$ cat src/rtl/rsa_exp_ctrl.sv
// rtl/rsa_exp_ctrl.sv - Montgomery modular exponentiation sequencer (c = m^e mod p)
// Drives one shared Montgomery multiplier through a start/done handshake, scanning e MSB first.
module rsa_exp_ctrl #(
  parameter int WIDTH = 8
) (
  input  logic             clk,
  input  logic             rst,
  input  logic             ena,
  input  logic             start_cmd,
  input  logic             stop_cmd,
  input  logic [WIDTH-1:0] rsa_p,
  input  logic [WIDTH-1:0] rsa_e,
  input  logic [WIDTH-1:0] rsa_m,
  input  logic [WIDTH-1:0] rsa_const,
  output logic [WIDTH-1:0] rsa_c,
  output logic             eoc,
  output logic             busy,
  output logic             mmul_start,
  output logic [WIDTH-1:0] mmul_a,
  output logic [WIDTH-1:0] mmul_b,
  output logic [WIDTH-1:0] mmul_n,
  input  logic             mmul_done,
  input  logic [WIDTH-1:0] mmul_result
);

  localparam int IW = (WIDTH > 1) ? $clog2(WIDTH) : 1;
  localparam logic [WIDTH-1:0] ONE = WIDTH'(1);

  typedef enum logic [2:0] {
    IDLE   = 3'd0,
    PRE_M  = 3'd1,
    PRE_X  = 3'd2,
    SQUARE = 3'd3,
    MULT   = 3'd4,
    POST   = 3'd5,
    DONE   = 3'd6
  } state_t;

  state_t           r_state;
  logic             r_wait;
  logic [WIDTH-1:0] r_e;
  logic [WIDTH-1:0] r_m;
  logic [WIDTH-1:0] r_k;
  logic [WIDTH-1:0] r_mbar;
  logic [WIDTH-1:0] r_x;
  logic [IW-1:0]    r_i;

  logic [WIDTH-1:0] w_op_a;
  logic [WIDTH-1:0] w_op_b;
  logic             w_last_bit;

  // Operand pair for the multiply issued by the current state.
  always_comb begin
    w_op_a = '0;
    w_op_b = '0;
    case (r_state)
      PRE_M:  begin w_op_a = r_m;    w_op_b = r_k; end
      PRE_X:  begin w_op_a = ONE;    w_op_b = r_k; end
      SQUARE: begin w_op_a = r_x;    w_op_b = r_x; end
      MULT:   begin w_op_a = r_mbar; w_op_b = r_x; end
      POST:   begin w_op_a = r_x;    w_op_b = ONE; end
      default: begin w_op_a = '0;    w_op_b = '0;  end
    endcase
  end

  assign w_last_bit = (r_i == '0);

  always_ff @(posedge clk) begin
    if (rst) begin
      r_state    <= IDLE;
      r_wait     <= 1'b0;
      r_e        <= '0;
      r_m        <= '0;
      r_k        <= '0;
      r_mbar     <= '0;
      r_x        <= '0;
      r_i        <= '0;
      rsa_c      <= '0;
      eoc        <= 1'b0;
      busy       <= 1'b0;
      mmul_start <= 1'b0;
      mmul_a     <= '0;
      mmul_b     <= '0;
      mmul_n     <= '0;
    end else if (ena) begin
      mmul_start <= 1'b0;
      eoc        <= 1'b0;
      // Abort beats start, done and any other pending action.
      if (stop_cmd && busy) begin
        r_state <= IDLE;
        r_wait  <= 1'b0;
        busy    <= 1'b0;
      end else begin
        case (r_state)
          IDLE: begin
            if (start_cmd && !stop_cmd) begin
              r_e     <= rsa_e;
              r_m     <= rsa_m;
              r_k     <= rsa_const;
              mmul_n  <= rsa_p;
              busy    <= 1'b1;
              r_i     <= IW'(WIDTH - 1);
              r_wait  <= 1'b0;
              r_state <= PRE_M;
            end
          end
          DONE: begin
            r_state <= IDLE;
          end
          default: begin
            if (!r_wait) begin
              mmul_a     <= w_op_a;
              mmul_b     <= w_op_b;
              mmul_start <= 1'b1;
              r_wait     <= 1'b1;
            end else if (mmul_done) begin
              r_wait <= 1'b0;
              case (r_state)
                PRE_M: begin
                  r_mbar  <= mmul_result;
                  r_state <= PRE_X;
                end
                PRE_X: begin
                  r_x     <= mmul_result;
                  r_state <= SQUARE;
                end
                SQUARE: begin
                  r_x <= mmul_result;
                  if (r_e[r_i]) begin
                    r_state <= MULT;
                  end else if (w_last_bit) begin
                    r_state <= POST;
                  end else begin
                    r_i     <= r_i - IW'(1);
                    r_state <= SQUARE;
                  end
                end
                MULT: begin
                  r_x <= mmul_result;
                  if (w_last_bit) begin
                    r_state <= POST;
                  end else begin
                    r_i     <= r_i - IW'(1);
                    r_state <= SQUARE;
                  end
                end
                POST: begin
                  rsa_c   <= mmul_result;
                  eoc     <= 1'b1;
                  busy    <= 1'b0;
                  r_state <= DONE;
                end
                default: begin
                  r_state <= IDLE;
                end
              endcase
            end
          end
        endcase
      end
    end
  end

endmodule

$ cat config.mk
export PLATFORM = sky130hd
export DESIGN_NAME = rsa_exp_ctrl
export DESIGN_NICKNAME = d
export VERILOG_FILES = /design/src/rtl/rsa_exp_ctrl.sv
export SDC_FILE = /design/constraint.sdc
export NUM_CORES = 1
export LEC_CHECK = 0
export CAP_MARGIN = 20
export CORE_AREA = 2 2 68 96
export CTS_CLUSTER_DIAMETER = 200
export DETAILED_ROUTE_END_ITERATION = 8
export DIE_AREA = 0 0 70 98
export DONT_BUFFER_PORTS = 1
export PLACE_DENSITY = 0.78
export SYNTH_ARGS = -nofsm -noshare
export SYNTH_HDL_FRONTEND = slang
export SYNTH_SLANG_ARGS = --single-unit
$ cat constraint.sdc
create_clock -name clk -period 3 [get_ports clk]
set_clock_uncertainty 0.05 [all_clocks]
set_input_delay 0.45 -clock clk [delete_from_list [all_inputs] [get_ports clk]]
set_output_delay 0.45 -clock clk [all_outputs]
set_load 0.02 [all_outputs]
==> results by group <==
Clocking
  • CTS Buf Count: 9
  • H-tree depth: 3
  • Clock sinks: 82
  • Worst-skew pair later-pin latency: 0.35 ns
  • Post-cts resize count: 0
  • Post-CTS Setup Bufs: 0
  • Longest Clk Path Bufs: 2
  • Worst-path clk slew: 0.08 ns
  • TritonCTS clock tree: done
  • Hold buffer count at CTS: 0
  • Root buf cell: clkbuf_8

Routing
  • WL met3: 459 µm
  • Drt pass-1 iters: 6
  • Vias per cell: 6.286
  • DRC violations left: 0
  • DR WL met2: 4.511 mm
  • DRT iter0 DRCs: 218
  • Vias: 3118
  • Remaining antenna violation count after routing: 0
  • Metal-1 WL: 3.377 mm
  • Final wirelength: 8.659 mm
  • WL/cell: 17.46 µm
  • Highest Signal Layer: met4

STA
  • Least-Margin Pin Slew: 0.7371 ns
  • Final Hold Vio Count: 0
  • Pins over their slew limit: 0
  • Tcrit/Tclk final: 75.48%
  • Setup TNS: 0 ns
  • RSZ-0062 raised after global routing: false
  • Final min period: 2.264 ns
  • Final setup viols: 0
  • FMAX: 0.4416 GHz
  • Final hold slack: 0.1138 ns
  • Slew margin rel.: 50.80%

Critical path
  • Worst R2R Path Depth: 5
  • CP peak stage delay: 0.71 ns
  • Crit-path leading delay family: simple AND/OR/NAND/NOR gates
  • CP Class: reg2reg
  • CP startpoint kind: flip-flop
  • Slowest CP cell: dfxtp_1
  • Worst-path cell chain: and2b_2 > nor3_1 > or3_1 > a22oi_1 > nor2_1
  • CP bufs+invs: 0
  • Worst R2R Setup Slack: 0.74 ns
  • Critical Path AT: 2.45 ns
  • FF-to-FF Start: r_state[1]
  • CP required: 3.19 ns
  • CP max FO: 17
  • Crit. End Element: flip-flop
  • Endpoint of the worst register-to-register path: mmul_a[1]

Job
  • Max Cap Viol: 0

Yosys
  • Synth area leaders: dfxtp_1, mux2i_1, nand2_1
  • Seq/Total Area, Yosys: 43.41%
  • Net count after synthesis: 487
  • Netlist cell types: 49
  • Post-synth EDFFs: 0
  • Synth Flop Type: dfxtp_1
  • Cell count after synthesis: 439
  • Post-synth top area share: 43.41%
  • Asr flop ratio synth: 0%
  • Post-synthesis register bit count: 82
  • Syn avg cell area: 8.613 µm²
  • Synthesis Warnings: 0
  • Largest area contributor in the netlist: dfxtp_1
  • Synthesized area: 0.003781 mm²

Floorplan
  • Die ar.: 0.006860 mm²
  • Core ar.: 0.006041 mm²
  • Row count: 34
  • Die W: 70 µm
  • Die span in y: 98 µm
  • Ports: 81
  • Starting Density: 62.59%

Min path
  • Min-delay src: rst
  • Type of the worst min-delay path: in2reg
  • WHS Endpoint: mmul_start
  • Hold path cells: 1

Global route
  • Vias in the first global route: 2994
  • Largest net degree at the start of global routing: 81
  • Total gr overflow: 0
  • First-pass GRT wire length: 14.10 mm
  • Initial antenna violation count: 0
  • Total GRT Usage: 25.94%

Final layout
  • Nets@finish: 469
  • Antenna Cells: 0
  • Share of cells above drive strength 1: 7.311%
  • Synth-to-layout area growth: 5.228%

Power
  • Static Leak: 1.543 nW
  • Power per cell area: 532.9 mW/mm²
  • Maximum vdd ir drop: 0.4443 mV

Place
  • Routability Congestion: 0.8901
  • IO Port Bufs: 0
  • Hpwl dp: 5.934 mm

Status
  • Status: complete, no violations
[state kept, by name (all words and copies together) (netlist names)]
signal      count
busy            1
eoc             1
mmul_a          8
mmul_b          8
mmul_n          8
mmul_start      1
r_e             8
r_i             3
r_k             8
r_m             8
r_mbar          8
r_state         3
r_wait          1
r_x             8
rsa_c           8
[synthesized netlist by cell type (3+ instances only)]
library cell	count
dfxtp_1	82
nand2_1	79
nor2_1	47
a21oi_1	41
mux2i_1	32
a22oi_1	22
clkbuf_1	19
buf_2	13
mux2_1	9
o21ai_0	8
o22ai_1	7
o2bb2ai_1	7
a22o_1	6
nand3_1	6
inv_1	5
nor2b_1	5
and2_1	4
nor3_1	3
[area by class of cell]
cell class,instances,area [µm²]
Inverter,6,22.52
Fill cell,518,2062
Clock inverter,4,76.32
Timing Repair Buffer,6,45.04
Tap cell,72,90.09
Clock buffer,10,137.6
Multi-Input combinational cell,316,1966
Sequential cell,82,1642
[per-stage QoR]
stage	cells	power [mW]	util (%)	instance area [µm²]	setup WS (ns)
6_report	496	2.120	65.87	3979	0.7357
5_1_grt	496	2.186	65.87	3979	0.5553
4_1_cts	496	2.129	65.87	3979	0.7484
3_5_place_dp	482	1.276	62.32	3765	0.7425
3_3_place_gp	482	1.273	62.32	3765	0.8169
2_1_floorplan	439	1.262	-	3781	1.269
[kinds of logic (layout without fill, tap and decap cells)]
kind of cell | after synthesis | in the layout | share of synthesized area [%]
muxes | 45 | 45 | 13.43
DFF | 82 | 82 | 43.41
adders and majority gates | 2 | 2 | 0.6617
buffers and inverters | 41 | 26 | 4.600
and+or+nand+nor | 160 | 160 | 18.27
AOI/OAI and AO/OA | 109 | 109 | 19.62
[routing by layer]
| layer | up-vias | global-route usage (%) |
|---|---|---|
| li1 | 1501 | - |
| met1 | 1493 | 29.50 |
| met2 | 100 | 44.84 |
| met3 | 24 | 6.811 |
| met4 | 0 | 12.43 |
| met5 | - | 0 |
[power breakdown]
part	internal [mW]	switching [mW]	total (mW)	leakage (nW)
clock network	0.485	0.384	0.869	0.105
logic	0.0459	0.0688	0.115	0.776
registers	1.11	0.0292	1.14	0.663
[cells in the final DEF (no fill, tap or decap), types with 3 or more instances in the layout]
cell type  instances
dfxtp_1           82
nand2_1           79
nor2_1            47
a21oi_1           41
mux2i_1           32
a22oi_1           22
clkbuf_8          10
mux2_1             9
o21ai_0            8
o22ai_1            7
o2bb2ai_1          7
a22o_1             6
nand3_1            6
buf_4              6
inv_1              5
nor2b_1            5
and2_1             4
nor3_1             3
[worst max path at each step]
stage	from	endpoint	slack, ns	depth (start not counted)
after floorplan	r_i[0]	r_i[0]	1.27	5
after global placement	r_state[0]	r_x[7]	0.82	5
after detailed placement	r_state[1]	mmul_a[1]	0.74	5
after CTS	r_state[1]	mmul_a[1]	0.75	5
after global routing	r_state[1]	mmul_a[5]	0.56	5
final	r_state[1]	mmul_a[1]	0.74	5
[worst reg2reg max path, cell delays in order, from the launching register on]
cell,delay [ns]
dfxtp_1,0.71
and2b_2,0.33
nor3_1,0.08
or3_1,0.65
a22oi_1,0.30
nor2_1,0.06
Power figures use the tool's default switching activity.
